==> config.mk <==
export PLATFORM = sky130hd
export DESIGN_NAME = serdiv_label_unit_flat
export DESIGN_NICKNAME = d
export VERILOG_FILES = /design/src/rtl/serdiv_label_unit_if.sv /design/src/rtl/serdiv_label_unit.sv /design/src/flat_wrapper.sv
export SDC_FILE = /design/constraint.sdc
export NUM_CORES = 1
export LEC_CHECK = 0
export ABC_AREA = 1
export CAP_MARGIN = 20
export CORE_MARGIN = 2
export CORE_UTILIZATION = 50
export CTS_CLUSTER_DIAMETER = 50
export CTS_CLUSTER_SIZE = 8
export DETAILED_ROUTE_END_ITERATION = 10
export DONT_BUFFER_PORTS = 1
export SLEW_MARGIN = 20
export SYNTH_ARGS = -nofsm -noshare
export SYNTH_HDL_FRONTEND = slang
export SYNTH_SLANG_ARGS = --single-unit
==> constraint.sdc <==
create_clock -name clk_i -period 5.55 [get_ports clk_i]
set_clock_uncertainty 0.1 [all_clocks]
set_input_delay 1.11 -clock clk_i [delete_from_list [all_inputs] [get_ports clk_i]]
set_output_delay 1.11 -clock clk_i [all_outputs]
set_load 0.03 [all_outputs]
==> src/rtl/serdiv_label_unit_if.sv <==
// rtl/serdiv_label_unit_if.sv - request/response handshake bundle for the label-tracking serial divider
interface serdiv_label_unit_if #(
    parameter int WIDTH = 8,
    parameter int ID_W  = 3
);
    logic [ID_W-1:0]  id_i;
    logic [WIDTH-1:0] op_a_i;
    logic [WIDTH-1:0] op_b_i;
    logic [1:0]       opcode_i;
    logic             op_a_i_label;
    logic             op_b_i_label;
    logic             in_vld_i;
    logic             in_rdy_o;
    logic             out_vld_o;
    logic             out_rdy_i;
    logic [ID_W-1:0]  id_o;
    logic [WIDTH-1:0] res_o;
    logic             res_o_label;

    modport master (
        output id_i, op_a_i, op_b_i, opcode_i, op_a_i_label, op_b_i_label,
               in_vld_i, out_rdy_i,
        input  in_rdy_o, out_vld_o, id_o, res_o, res_o_label
    );

    modport slave (
        input  id_i, op_a_i, op_b_i, opcode_i, op_a_i_label, op_b_i_label,
               in_vld_i, out_rdy_i,
        output in_rdy_o, out_vld_o, id_o, res_o, res_o_label
    );
endinterface

==> src/rtl/serdiv_label_unit.sv <==
// rtl/serdiv_label_unit.sv - fixed-latency restoring radix-2 divider with taint-label propagation
module serdiv_label_unit #(
    parameter int WIDTH = 8,
    parameter int ID_W  = 3     // ariane TRANS_ID_BITS
) (
    input  logic                clk_i,
    input  logic                rst_ni,
    input  logic                flush_i,
    serdiv_label_unit_if.slave  bus
);
    localparam int CNT_W = $clog2(WIDTH + 1);

    typedef enum logic [1:0] {IDLE, DIVIDE, FINISH} state_e;

    state_e           state_q, state_d;
    logic [CNT_W-1:0] cnt_q, cnt_d;
    logic [WIDTH-1:0] quot_q, quot_d;
    logic [WIDTH-1:0] rem_q, rem_d;
    logic [WIDTH-1:0] div_q, div_d;
    logic [WIDTH-1:0] a_raw_q, a_raw_d;
    logic [WIDTH-1:0] res_q, res_d;
    logic [ID_W-1:0]  id_q, id_d;
    logic             label_q, label_d;
    logic             is_rem_q, is_rem_d;
    logic             q_neg_q, q_neg_d;
    logic             r_neg_q, r_neg_d;
    logic             div0_q, div0_d;

    logic             accept;
    logic             a_neg, b_neg;
    logic [WIDTH:0]   rem_shift;
    logic [WIDTH-1:0] rem_sub;
    logic             step_ge;
    logic [WIDTH-1:0] q_fix, r_fix;

    assign bus.in_rdy_o    = (state_q == IDLE) && !flush_i;
    assign bus.out_vld_o   = (state_q == FINISH);
    assign bus.res_o       = res_q;
    assign bus.id_o        = id_q;
    assign bus.res_o_label = label_q;

    assign accept = bus.in_vld_i && bus.in_rdy_o;
    assign a_neg  = bus.opcode_i[0] && bus.op_a_i[WIDTH-1];
    assign b_neg  = bus.opcode_i[0] && bus.op_b_i[WIDTH-1];

    // The quotient register doubles as the dividend shifter; its MSB feeds the partial remainder.
    assign rem_shift = {rem_q, quot_q[WIDTH-1]};
    assign step_ge   = (rem_shift >= {1'b0, div_q});
    assign rem_sub   = rem_shift[WIDTH-1:0] - div_q;

    // Signed overflow needs no special path: |MIN|/1 with equal signs yields MIN, remainder 0.
    always_comb begin
        q_fix = q_neg_q ? (~quot_q + 1'b1) : quot_q;
        r_fix = r_neg_q ? (~rem_q + 1'b1) : rem_q;
        if (div0_q) begin
            q_fix = '1;
            r_fix = a_raw_q;
        end
    end

    always_comb begin
        state_d  = state_q;
        cnt_d    = cnt_q;
        quot_d   = quot_q;
        rem_d    = rem_q;
        div_d    = div_q;
        a_raw_d  = a_raw_q;
        res_d    = res_q;
        id_d     = id_q;
        label_d  = label_q;
        is_rem_d = is_rem_q;
        q_neg_d  = q_neg_q;
        r_neg_d  = r_neg_q;
        div0_d   = div0_q;

        case (state_q)
            IDLE: begin
                if (accept) begin
                    quot_d   = a_neg ? (~bus.op_a_i + 1'b1) : bus.op_a_i;
                    div_d    = b_neg ? (~bus.op_b_i + 1'b1) : bus.op_b_i;
                    rem_d    = '0;
                    cnt_d    = '0;
                    a_raw_d  = bus.op_a_i;
                    id_d     = bus.id_i;
                    label_d  = bus.op_a_i_label | bus.op_b_i_label;
                    is_rem_d = bus.opcode_i[1];
                    q_neg_d  = a_neg ^ b_neg;
                    r_neg_d  = a_neg;
                    div0_d   = (bus.op_b_i == '0);
                    state_d  = DIVIDE;
                end
            end
            DIVIDE: begin
                // WIDTH shift/subtract steps, then one cycle to apply sign and special-case fixups.
                if (cnt_q != CNT_W'(WIDTH)) begin
                    rem_d  = step_ge ? rem_sub : rem_shift[WIDTH-1:0];
                    quot_d = {quot_q[WIDTH-2:0], step_ge};
                    cnt_d  = cnt_q + CNT_W'(1);
                end else begin
                    res_d   = is_rem_q ? r_fix : q_fix;
                    state_d = FINISH;
                end
            end
            FINISH: begin
                if (bus.out_rdy_i) begin
                    state_d = IDLE;
                end
            end
            default: state_d = IDLE;
        endcase

        if (flush_i) begin
            state_d = IDLE;
        end
    end

    always_ff @(posedge clk_i or negedge rst_ni) begin
        if (!rst_ni) begin
            state_q  <= IDLE;
            cnt_q    <= '0;
            quot_q   <= '0;
            rem_q    <= '0;
            div_q    <= '0;
            a_raw_q  <= '0;
            res_q    <= '0;
            id_q     <= '0;
            label_q  <= 1'b0;
            is_rem_q <= 1'b0;
            q_neg_q  <= 1'b0;
            r_neg_q  <= 1'b0;
            div0_q   <= 1'b0;
        end else begin
            state_q  <= state_d;
            cnt_q    <= cnt_d;
            quot_q   <= quot_d;
            rem_q    <= rem_d;
            div_q    <= div_d;
            a_raw_q  <= a_raw_d;
            res_q    <= res_d;
            id_q     <= id_d;
            label_q  <= label_d;
            is_rem_q <= is_rem_d;
            q_neg_q  <= q_neg_d;
            r_neg_q  <= r_neg_d;
            div0_q   <= div0_d;
        end
    end
endmodule

==> src/flat_wrapper.sv <==
// flat-port wrapper written by rule: the top's interface ports become plain ports
module serdiv_label_unit_flat 
#(
    parameter int WIDTH = 8,
    parameter int ID_W  = 3                            
)
  (clk_i, rst_ni, flush_i, bus_id_i, bus_op_a_i, bus_op_b_i, bus_opcode_i, bus_op_a_i_label, bus_op_b_i_label, bus_in_vld_i, bus_out_rdy_i, bus_in_rdy_o, bus_out_vld_o, bus_id_o, bus_res_o, bus_res_o_label);
  serdiv_label_unit_if #(.WIDTH(WIDTH), .ID_W(ID_W)) bus_i ();
  input  logic clk_i;
  input  logic rst_ni;
  input  logic flush_i;
  input wire logic [$bits(bus_i.id_i)-1:0] bus_id_i;
  input wire logic [$bits(bus_i.op_a_i)-1:0] bus_op_a_i;
  input wire logic [$bits(bus_i.op_b_i)-1:0] bus_op_b_i;
  input wire logic [$bits(bus_i.opcode_i)-1:0] bus_opcode_i;
  input wire logic [$bits(bus_i.op_a_i_label)-1:0] bus_op_a_i_label;
  input wire logic [$bits(bus_i.op_b_i_label)-1:0] bus_op_b_i_label;
  input wire logic [$bits(bus_i.in_vld_i)-1:0] bus_in_vld_i;
  input wire logic [$bits(bus_i.out_rdy_i)-1:0] bus_out_rdy_i;
  output wire logic [$bits(bus_i.in_rdy_o)-1:0] bus_in_rdy_o;
  output wire logic [$bits(bus_i.out_vld_o)-1:0] bus_out_vld_o;
  output wire logic [$bits(bus_i.id_o)-1:0] bus_id_o;
  output wire logic [$bits(bus_i.res_o)-1:0] bus_res_o;
  output wire logic [$bits(bus_i.res_o_label)-1:0] bus_res_o_label;
  assign bus_i.id_i = bus_id_i;
  assign bus_i.op_a_i = bus_op_a_i;
  assign bus_i.op_b_i = bus_op_b_i;
  assign bus_i.opcode_i = bus_opcode_i;
  assign bus_i.op_a_i_label = bus_op_a_i_label;
  assign bus_i.op_b_i_label = bus_op_b_i_label;
  assign bus_i.in_vld_i = bus_in_vld_i;
  assign bus_i.out_rdy_i = bus_out_rdy_i;
  assign bus_in_rdy_o = bus_i.in_rdy_o;
  assign bus_out_vld_o = bus_i.out_vld_o;
  assign bus_id_o = bus_i.id_o;
  assign bus_res_o = bus_i.res_o;
  assign bus_res_o_label = bus_i.res_o_label;
  serdiv_label_unit #(.WIDTH(WIDTH), .ID_W(ID_W)) u_core (.clk_i(clk_i), .rst_ni(rst_ni), .flush_i(flush_i), .bus(bus_i));
endmodule
## Yosys cells after proc, flatten, opt, wreduce, memory -nomap -nowiden

Cells that the tools add are included.

- Flip-flop bits (word level): 54
- Output and inout port bits: 14

- Add/sub/neg operators: 6
- $lt $le $gt $ge: 1
- Eq/ne operators: 8
- Multiplexer cells: 22
- Bitwise logic cells: 7
- Reduce and logical (&&, ||, !) cells: 12

Operators with widths:

| operator | count |
|---|---|
| $mux W8 | 12 |
| $add A8 B1 Y8 const B | 4 |
| $not A8 Y8 | 4 |
| $pmux W8 S2 | 2 |
| $ge A9 B8 Y1 | 1 |
| $logic_not A8 Y1 | 1 |
| $mux W2 | 4 |
| $mux W4 | 2 |
| $pmux W4 S2 | 1 |
| $sub A8 B8 Y8 | 1 |
| $ne A3 B3 Y1 const B | 2 |
| $pmux W2 S3 | 1 |
| $reduce_and A3 Y1 | 2 |
| $add A4 B1 Y4 const B | 1 |
| $logic_and A1 B1 Y1 | 4 |
| $ne A2 B1 Y1 const B | 2 |
| $ne A4 B4 Y1 const B | 1 |
| $reduce_and A2 Y1 | 2 |
| $ne A3 B2 Y1 const B | 1 |
| $eq A2 B1 Y1 const B | 1 |
| $eq A2 B2 Y1 const B | 1 |
| $logic_not A2 Y1 | 1 |
| $reduce_bool A2 Y1 | 1 |
| $logic_not A1 Y1 | 1 |
| other kinds (3) | 3 |

## Longest topological paths before layout

Gate-level depths: netlist of run 1.

- Depth in word-level cells: 6
- Gate-level depth with buffers: 13
- Gate-level depth less buffers: 13

## Worst setup path before layout of run 1

Ideal clock, no wire load.

- Path type: in2out
- Start point: in flush_i
- End point: out bus_in_rdy_o
- Data arrival time: 1504 ps
- Data required time: 4340 ps
- Path slack: 2836 ps
- Stages on the path: 3
- Buffers on the path: 0
- Cells stage by stage: inv_1 -> nand2_2 -> inv_1

- Word-level cells in the longest chain between the ends: 2

Ends and longest elaborated chain:

| item | line | source |
|---|---|---|
| from (decl) | flat_wrapper.sv:11 | `input logic flush_i;` |
| $logic_not A1 Y1 | serdiv_label_unit.sv:36 | `assign bus.in_rdy_o = (state_q == IDLE) && !flush_i;` |
| $logic_and A1 B1 Y1 | serdiv_label_unit.sv:36 |  |
| to (decl) | flat_wrapper.sv:20 | `output wire logic [$bits(bus_i.in_rdy_o)-1:0] bus_in_rdy_o;` |

Every way passes these cells.

## Worst setup path after layout of run 1

Same ends and word-level chain as after synthesis.

==> flow_metrics.py, run 1 <==
metrics = {
    "pwr": {
        "ir_drop_uv": 149,
        "p_switching_mw": 0.826,
        "finalPower_mw": 1.74,
        "p_clk_share_pct": 13.3,
        "swShare_pct": 47.4,
        "combPwrFrac_pct": 50.2,
        "cellPowerDensity_mw_per_mm2": 467,
        "pwr-share-seq_pct": 36.5,
        "p_int_mw": 0.915,
        "p_leak_nw": 1.98,
    },
    "final_layout": {
        "fin_nets": 545,
        "drive_above_1_share_pct": 4.37,
        "antenna_cells": 0,
        "layout_commonest_cell": "nand2_1",
        "final_cell_mix": "nand2_1 (158), inv_1 (65), dfrtp_1 (54)",
        "area_growth_pct": 3.98,
    },
    "grt": {
        "overflow": 0,
        "grt.total_usage_pct": 23.8,
        "grt_antenna_before_repair": 0,
        "grt_pass1_wl_um": 14500,
        "grt_start_max_net_pins": 55,
        "grt_pass1_vias": 2952,
    },
    "yosys": {
        "synth_mux_area_share_pct": 0,
        "synthSimpleGateAreaFrac_pct": 32.0,
        "synth_ff_type": "dfrtp_1",
        "synth_edf_count": 0,
        "synthArstFlopShare_pct": 100,
        "synthesis.area_mm2": 0.00359,
        "yosysWarningCount": 0,
        "synth_nets": 550,
        "ys_types": 40,
        "synth_compound_area_share_pct": 12.7,
        "synth_top_family_by_area": "simple AND/OR/NAND/NOR gates",
        "synth_fa_ha_area_share_pct": 5.44,
        "synth_xor_xnor_area_share_pct": 2.69,
        "postSynthCellCount": 507,
        "ys_ff_latch": 54,
        "ys_seq_area_share_pct": 37.7,
        "syn_avg_cell_area_um2": 7.07,
    },
    "routing": {
        "wl_met3_um": 471,
        "top_layer_used": "met4",
        "post_drt_wl_per_cell_um": 14.2,
        "ant_nets": 0,
        "wirelength_um": 8480,
        "wl_met1_um": 4160,
        "dr.first_iter.drc_count": 203,
        "dr_wl_met2_um": 3810,
        "viasPerCell": 5.22,
        "drtPass1Iterations": 5,
        "drc_errors": 0,
        "vias": 3126,
    },
    "clocking": {
        "clk_pin_slew_worst_paths_ns": 0.10,
        "hold_buffers": 0,
        "htreeDepth": 2,
        "clockBufferDepth": 2,
        "insertion_delay_ns": 0.30,
        "cts_resized": 0,
        "cts_buffers": 5,
        "cts_tree": "done",
        "cts_sinks": 54,
        "post-cts-setup-buffers": 0,
        "root_buffer": "clkbuf_8",
    },
    "place": {
        "portBuffers": 0,
        "dp_hpwl_um": 6360,
        "gp_congestion": 0.846,
    },
    "sta": {
        "fin_tns_setup_ns": 0,
        "post-route-min-period_ns": 2.74,
        "finalHoldViolations": 0,
        "hold_ws_ns": 0.390,
        "relSlewSlack_pct": 60.4,
        "tightest_slew_ns": 0.593,
        "min_period_over_period_pct": 49.4,
        "slew_viol_final": 0,
        "setup_viol": 0,
        "grt_setup_unrepaired": "no",
        "fmax_mhz": 365,
    },
    "floorplan": {
        "coreArea_mm2": 0.00687,
        "initial_core_util_pct": 52.2,
        "die_x_um": 88.7,
        "fp.dieH_um": 88.7,
        "dieArea_mm2": 0.00787,
        "ios": 42,
        "rows": 30,
    },
    "setup_path": {
        "start_kind": "primary input",
        "r2r-end": "u_core.bus.res_o[2]$_DFFE_PN0P_",
        "worstPathArrival_ns": 1.53,
        "worstPathRequired_ns": 4.34,
        "cp_max_fo": 3,
        "rr_worst_depth": 6,
        "end_kind": "output port",
        "ff2ff_setup_slack_ns": 3.46,
        "r2r_start": "u_core.state_q[1]$_DFFE_PN0P_",
        "critical_path_class": "primary input to output port",
    },
    "status": {
        "outcome": "finished clean",
    },
    "min_path": {
        "hp-class": "primary input to asynchronous set/reset pin",
    },
    "flow_run": {
        "cap_violations": 0,
    },
}
==> cell usage after synthesis (2+ instances only) <==
master      n  area [um^2]
o21bai_1    2         15.0
xor2_1      8         70.1
a22oi_1     2         15.0
buf_6       2         22.5
o21ai_0    40          200
nor2_4      2         22.5
ha_1       14          175
dfrtp_1    54         1350
inv_6       2         17.5
nand3b_1    2         15.0
nor3_1      3         15.0
nand2_1   158          593
a41oi_1     2         17.5
buf_2       7         35.0
inv_1      65          244
a31oi_1     2         12.5
nor2_1     39          146
o21ai_1     2         10.0
a21oi_1    21          105
clkbuf_1    2         7.51
xnor2_1     3         26.3
nand3_1    49          245
o211ai_1    4         30.0
nand4_1     4         25.0
nand2_2     3         18.8
==> worst max-delay path, stage by stage <==
cell,delay [ns]
inv_1,0.08
nand2_2,0.11
inv_1,0.23
==> cell families after synthesis <==
| family | after synthesis |
|---|---|
| AO/OA/AOI/OAI | 81 |
| adder cells (fa/ha/maj) | 15 |
| flip-flops | 54 |
| XOR/XNOR | 11 |
| buffers and inverters | 81 |
| AND/OR/NAND/NOR | 265 |
==> per-stage QoR <==
stage	cell area (um^2)	instances	worst slack (ns)	utilization, %
after global placement	3630	591	2.81	52.9
after detailed placement	3630	591	2.80	52.9
after floorplan	3590	507	2.84	-
after global routing	3730	599	2.76	54.3
final	3730	599	2.81	54.3
after CTS	3730	599	2.80	54.3
==> worst max-delay path by stage <==
stage                        from      endpoint  slack [ns]  cells past startpoint
final                     flush_i  bus_in_rdy_o        2.81                      3
after global routing      flush_i  bus_in_rdy_o        2.76                      3
after floorplan           flush_i  bus_in_rdy_o        2.84                      3
after detailed placement  flush_i  bus_in_rdy_o        2.80                      3
after global placement    flush_i  bus_in_rdy_o        2.81                      3
after CTS                 flush_i  bus_in_rdy_o        2.80                      3
==> power groups by stage <==
stage / Combinational (mW) / Sequential [mW] / Clock [mW]
after global placement: 0.856 / 0.642 / 0
after CTS: 0.873 / 0.635 / 0.241
final: 0.874 / 0.636 / 0.231
after detailed placement: 0.869 / 0.642 / 0
after global routing: 1.02 / 0.652 / 0.253
after floorplan: 0.719 / 0.598 / 0
==> cell type report <==
type / instances / area [um^2]
clock buffer: 6 / 82.6
clock inverter: 2 / 12.5
fill: 718 / 3140
inverter: 69 / 269
multi-input combinational: 372 / 1890
sequential: 54 / 1350
tap: 96 / 120
==> per-layer routing <==
layer	global-route usage (%)	up-vias
met5	0	-
met4	4.68	0
met3	5.13	2
met2	38.1	93
met1	33.4	1412
li1	-	1619
==> sequential cells by signal (all words and copies together), names as in the netlist <==
register,flops
u_core.q_neg_q,1
u_core.r_neg_q,1
u_core.div0_q,1
u_core.quot_q,8
u_core.is_rem_q,1
u_core.cnt_q,4
u_core.rem_q,8
u_core.a_raw_q,8
u_core.bus.id_o,3
u_core.bus.res_o,8
u_core.div_q,8
u_core.bus.res_o_label,1
u_core.state_q,2
Power figures use the tool's default switching activity.
==> run 2: changes to the inputs <==
--- a/config.mk
+++ b/config.mk
@@ -13,6 +13,7 @@
 export CTS_CLUSTER_SIZE = 8
 export DETAILED_ROUTE_END_ITERATION = 10
 export DONT_BUFFER_PORTS = 1
+export PLACE_DENSITY = 0.68
 export SLEW_MARGIN = 20
 export SYNTH_ARGS = -nofsm -noshare
 export SYNTH_HDL_FRONTEND = slang
==> constraint.sdc (replaced) <==
create_clock -name clk_i -period 2.4 [get_ports clk_i]
set_clock_uncertainty 0.1 [all_clocks]
set_input_delay 0.48 -clock clk_i [delete_from_list [all_inputs] [get_ports clk_i]]
set_output_delay 0.48 -clock clk_i [all_outputs]
set_load 0.03 [all_outputs]
==> run 2 against run 1 <==
- setup slack got worse by 2.4 ns
- register-to-register slack worse by 3.1 ns
- count of clock-buffer cells in the layout shrank 1
- sequential power increased by 130%
- cell count grew 0.67%
- core utilization up 1.1 points
- worst hold slack lost 0.23 ns
- final area is 2.0% higher
- flip-flop and latch count did not move
- critical endpoint is now u_core.rem_q[4]$_DFFE_PN0P_
==> flow_metrics.py, run 2 (synthesis results as in run 1) <==
metrics = {
    "final_layout": {
        "fillerInstances": 670,
        "area_growth_pct": 6.04,
        "seqCellArea_mm2": 0.00135,
        "antenna_cells": 0,
        "drive_above_1_share_pct": 4.93,
        "layout_commonest_cell": "nand2_1",
        "fin_area_mm2": 0.00380,
        "multi_input_area_mm2": 0.00189,
        "fin_nets": 549,
        "final_cell_mix": "nand2_1 (158), inv_1 (65), dfrtp_1 (54)",
    },
    "grt": {
        "grt_antenna_before_repair": 0,
        "grt.total_usage_pct": 23.5,
        "grt_pass1_vias": 2986,
        "grt_start_max_net_pins": 55,
        "grt_pass1_wl_um": 14400,
        "overflow": 0,
    },
    "pwr": {
        "cellPowerDensity_mw_per_mm2": 1100,
        "ir_drop_uv": 485,
        "p_leak_nw": 2.02,
    },
    "floorplan": {
        "fp.dieH_um": 88.7,
        "rows": 30,
        "die_x_um": 88.7,
        "ios": 42,
        "initial_core_util_pct": 52.2,
        "coreArea_mm2": 0.00687,
        "dieArea_mm2": 0.00787,
    },
    "routing": {
        "drtPass1Iterations": 4,
        "ant_nets": 0,
        "post_drt_wl_per_cell_um": 14.0,
        "viasPerCell": 5.25,
        "dr.first_iter.drc_count": 292,
        "wirelength_um": 8470,
        "vias": 3167,
        "drc_errors": 0,
    },
    "place": {
        "dpl_cell_area_mm2": 0.00365,
        "portBuffers": 0,
        "gp_congestion": 0.848,
        "dp_hpwl_um": 6340,
    },
    "setup_path": {
        "worstPathRequired_ns": 2.52,
        "worstPathArrival_ns": 2.13,
        "r2r_start": "u_core.quot_q[7]$_DFFE_PN0P_",
        "end_kind": "flop",
        "critical_path_class": "flop to flop",
        "cp_max_fo": 4,
        "startpoint": "u_core.quot_q[7]$_DFFE_PN0P_",
        "start_kind": "flop",
    },
    "sta": {
        "fin_tns_setup_ns": 0,
        "tightest_slew_ns": 0.530,
        "slew_viol_final": 0,
        "grt_setup_unrepaired": "no",
        "relSlewSlack_pct": 64.4,
        "finalHoldViolations": 0,
        "setup_viol": 0,
        "fmax_mhz": 497,
        "post-route-min-period_ns": 2.01,
        "min_period_over_period_pct": 83.9,
    },
    "min_path": {
        "min-delay-start": "bus_op_b_i[6]",
        "hp-class": "primary input to flop",
    },
    "clocking": {
        "clk_pin_slew_worst_paths_ns": 0.11,
        "cts_tree": "done",
        "cts_sinks": 54,
        "clockBufferDepth": 2,
        "cts_buffers": 5,
        "root_buffer": "clkbuf_8",
        "post-cts-setup-buffers": 0,
        "htreeDepth": 2,
        "insertion_delay_ns": 0.32,
    },
    "flow_run": {
        "cap_violations": 0,
    },
    "status": {
        "outcome": "finished clean",
    },
}
[run 2: area by class of cell]
| type | count | area share, % |
|---|---|---|
| clock buffer | 5 | 1.81 |
| clock inverter | 3 | 1.25 |
| inverter | 69 | 7.07 |
| multi-input combinational | 372 | 49.8 |
| sequential | 54 | 35.5 |
| tap | 96 | 3.16 |
| timing repair buffer | 4 | 1.38 |
[run 2: metal layers]
metal	global-route usage (%)	wire length [um]	vias up
met5	0	0	-
met4	4.68	69	0
met3	4.76	487	5
met2	36.3	3700	78
met1	34.4	4210	1458
li1	-	-	1626
[run 2: path summary, 6_finish.rpt]
| kind | depth (start not counted) | end | slack [ns] |
|---|---|---|---|
| max | 11 | u_core.rem_q[4]$_DFFE_PN0P_ | 0.39 |
| min | 1 | u_core.div0_q$_DFFE_PN0P_ | 0.16 |
| max reg2reg | 11 | u_core.rem_q[4]$_DFFE_PN0P_ | 0.39 |
| min reg2reg | 2 | u_core.a_raw_q[2]$_DFFE_PN0P_ | 0.40 |
| max in group asynchronous | 2 | u_core.bus.res_o[0]$_DFFE_PN0P_ | 1.36 |
| min in group asynchronous | 2 | u_core.bus.id_o[2]$_DFFE_PN0P_ | 0.57 |
[run 2: repair_timing]
action | 4_1_cts | 5_1_grt
hold buffers | 2 | 0
endpoints found under the hold margin | 54 | 0
resized for setup | 0 | 0
[run 2: stage by stage]
| stage | setup slack, ns | power (mW) | std cells | hold slack [ns] | utilization (%) |
|---|---|---|---|---|---|
| floorplan | 0.628 | 3.05 | 507 | 0.0844 | - |
| finish | 0.387 | 4.18 | 603 | 0.161 | 55.4 |
| global placement | 0.388 | 3.47 | 593 | 0.0866 | 53.1 |
| global route | 0.227 | 4.59 | 603 | 0.155 | 55.4 |
| detailed placement | 0.405 | 3.49 | 593 | 0.0862 | 53.1 |
| CTS | 0.401 | 4.17 | 603 | 0.159 | 55.4 |
[run 2: where the power goes]
part           internal [mW]  switching (mW)
logic                  0.747            1.32
clock network          0.317           0.328
registers               1.14           0.322
total                   2.21            1.97
[run 2: worst max-delay path: stages, from the launching register on]
cell     delay [ns]
dfrtp_1        0.39
inv_1          0.15
ha_1           0.17
inv_1          0.08
fa_1           0.40
inv_1          0.08
nor2_1         0.06
nor2_1         0.11
xor2_1         0.20
nand2_1        0.08
nand3_1        0.07
nand2_1        0.05
==> run 3: changes to the inputs <==
--- a/config.mk
+++ b/config.mk
@@ -13,7 +13,6 @@
 export CTS_CLUSTER_SIZE = 8
 export DETAILED_ROUTE_END_ITERATION = 10
 export DONT_BUFFER_PORTS = 1
-export PLACE_DENSITY = 0.68
 export SLEW_MARGIN = 20
 export SYNTH_ARGS = -nofsm -noshare
 export SYNTH_HDL_FRONTEND = slang
==> constraint.sdc (replaced) <==
create_clock -name clk_i -period 1.95 [get_ports clk_i]
set_clock_uncertainty 0.1 [all_clocks]
set_input_delay 0.39 -clock clk_i [delete_from_list [all_inputs] [get_ports clk_i]]
set_output_delay 0.39 -clock clk_i [all_outputs]
set_load 0.03 [all_outputs]
==> run 3 against run 2 <==
- core utilization up 3.0 points
- sequential power up 20%
- setup slack worse by 0.36 ns
- worst hold slack worse by 0.073 ns
- non-clock buffer count increased by 22
- first-iteration DRC count fell by 40%
- combinational power is 46% higher
- final area grew 5.5%
- highest routed layer unchanged
==> flow_metrics.py, run 3 (synthesis results as in run 1) <==
metrics = {
    "sta": {
        "finalHoldViolations": 0,
        "slew_viol_final": 0,
        "min_period_over_period_pct": 98.5,
        "post-route-min-period_ns": 1.92,
        "grt_setup_unrepaired": "yes",
        "fmax_mhz": 521,
        "tightest_slew_ns": 0.419,
        "hold_ws_ns": 0.0872,
        "relSlewSlack_pct": 72.0,
        "setup_viol": 0,
    },
    "pwr": {
        "cellPowerDensity_mw_per_mm2": 1350,
        "p_leak_nw": 2.10,
        "finalPower_mw": 5.41,
        "ir_drop_uv": 487,
    },
    "routing": {
        "dr.first_iter.drc_count": 176,
        "viasPerCell": 5.11,
        "drtPass1Iterations": 4,
        "drc_errors": 0,
        "ant_nets": 0,
        "vias": 3197,
        "wirelength_um": 8850,
        "post_drt_wl_per_cell_um": 14.1,
    },
    "setup_path": {
        "start_kind": "flop",
        "worstPathRequired_ns": 2.05,
        "ff2ff_setup_slack_ns": 0.03,
        "cpMostUsedCell": "nand2_1",
        "worstPathArrival_ns": 2.02,
        "rr_worst_depth": 12,
        "critical_path_class": "flop to flop",
        "slowest_stage": "dfrtp_1",
        "path_cells": "inv_2 > ha_4 > inv_4 > fa_2 > inv_2 > nor2_2 > o21bai_1 > nand3b_1 > nand2_1 > nand2_1 > nand3_1 > nand2_1",
        "r2r-end": "u_core.rem_q[6]$_DFFE_PN0P_",
        "end_kind": "flop",
        "r2r_start": "u_core.quot_q[7]$_DFFE_PN0P_",
        "cp_max_fo": 3,
        "slowest_delay_ns": 0.40,
    },
    "floorplan": {
        "fp.dieH_um": 88.7,
        "rows": 30,
        "initial_core_util_pct": 52.2,
        "coreArea_mm2": 0.00687,
        "die_x_um": 88.7,
        "dieArea_mm2": 0.00787,
        "ios": 42,
    },
    "min_path": {
        "min-delay-start": "bus_op_b_i[6]",
        "hold_depth": 1,
        "min_to": "u_core.div0_q$_DFFE_PN0P_",
        "hp-class": "primary input to flop",
    },
    "place": {
        "dpl_cell_area_mm2": 0.00378,
        "gp_congestion": 0.831,
        "portBuffers": 0,
        "dp_hpwl_um": 6700,
    },
    "final_layout": {
        "fin_nets": 572,
        "area_growth_pct": 11.9,
        "fin_area_mm2": 0.00401,
        "antenna_cells": 0,
        "fillerInstances": 701,
        "layout_commonest_cell": "nand2_1",
        "final_cell_mix": "nand2_1 (157), inv_1 (62), dfrtp_1 (54)",
        "drive_above_1_share_pct": 11.1,
    },
    "clocking": {
        "clk_pin_slew_worst_paths_ns": 0.10,
        "cts_sinks": 54,
        "htreeDepth": 2,
        "clockBufferDepth": 2,
        "cts_buffers": 5,
        "insertion_delay_ns": 0.30,
        "root_buffer": "clkbuf_8",
        "cts_tree": "done",
    },
    "grt": {
        "grt_antenna_before_repair": 0,
        "grt.total_usage_pct": 24.8,
        "grt_start_max_net_pins": 55,
        "overflow": 0,
        "grt_pass1_wl_um": 14900,
        "grt_pass1_vias": 3035,
    },
    "flow_run": {
        "cap_violations": 0,
    },
    "status": {
        "outcome": "finished clean",
    },
}
-- run 3: cell types whose count changed in the layout (fill, tap and decap cells not counted), sizes merged --
cell | before | now
inv | 69 | 68
bufinv | 1 | 0
clkinvlp | 0 | 1
nor2 | 43 | 44
clkinv | 2 | 3
buf | 3 | 25
-- run 3: layer usage --
| metal | wire, um | vias to the layer above | share of wire, % | track usage [%] |
|---|---|---|---|---|
| li1 | - | 1682 | - | - |
| met1 | 4380 | 1454 | 49 | 36.9 |
| met2 | 3990 | 59 | 45 | 37.6 |
| met3 | 439 | 2 | 5.0 | 5.22 |
| met4 | 39 | 0 | 0.44 | 4.41 |
| met5 | 0 | - | 0 | 0 |
-- run 3: layout make-up --
cell class              instances  area, um^2  share of cell area, %
inverters                      69         272                   6.77
clock buffers                   5        68.8                   1.72
repair buffers                 26         218                   5.43
multi-input cells             373        1960                   48.9
well taps                      96         120                   2.99
flip-flops and latches         54        1350                   33.7
clock inverters                 3        21.3                  0.530
-- run 3: what timing repair did --
item | 4_1_cts | 5_1_grt
endpoints found under the setup margin | 0 | 9
hold endpoints to repair | 54 | 0
resized for setup | 0 | 13
setup buffers | 0 | 4
hold buffers | 2 | 0
-- run 3: through the flow --
step           TNS (ns)  cells  utilization [%]  setup slack, ns
3_5_place_dp          0    611             55.1           0.0488
3_3_place_gp          0    611             55.1           0.0441
6_report              0    626             58.4           0.0302
5_1_grt          -0.136    626             58.4          -0.0959
2_1_floorplan         0    507                -            0.178
4_1_cts               0    621             56.9           0.0240
-- run 3: worst max path at each step --
| stage | from | to | slack (ns) | depth (start not counted) |
|---|---|---|---|---|
| floorplan | u_core.quot_q[7]$_DFFE_PN0P_ | u_core.rem_q[6]$_DFFE_PN0P_ | 0.18 | 12 |
| global placement | u_core.quot_q[7]$_DFFE_PN0P_ | u_core.rem_q[6]$_DFFE_PN0P_ | 0.04 | 12 |
| detailed placement | u_core.quot_q[7]$_DFFE_PN0P_ | u_core.rem_q[6]$_DFFE_PN0P_ | 0.05 | 12 |
| CTS | u_core.quot_q[7]$_DFFE_PN0P_ | u_core.rem_q[6]$_DFFE_PN0P_ | 0.02 | 12 |
| global route | u_core.quot_q[7]$_DFFE_PN0P_ | u_core.rem_q[6]$_DFFE_PN0P_ | -0.1 | 12 |
| finish | u_core.quot_q[7]$_DFFE_PN0P_ | u_core.rem_q[6]$_DFFE_PN0P_ | 0.03 | 12 |
-- run 3: worst max-delay path: cells and delay by family (launching register included) --
| kind | cells | cell delay (ns) |
|---|---|---|
| compound gates | 1 | 0.19 |
| fa+ha+maj | 2 | 0.53 |
| buf+inv | 3 | 0.19 |
| flops | 1 | 0.40 |
| simple gates | 6 | 0.39 |
-- run 3: report_power, final --
group / total (mW) / switching (mW) / internal (mW)
sequential: 1.77 / 0.364 / 1.41
combinational: 3.01 / 1.77 / 1.24
clock: 0.630 / 0.377 / 0.253
total: 5.41 / 2.51 / 2.90
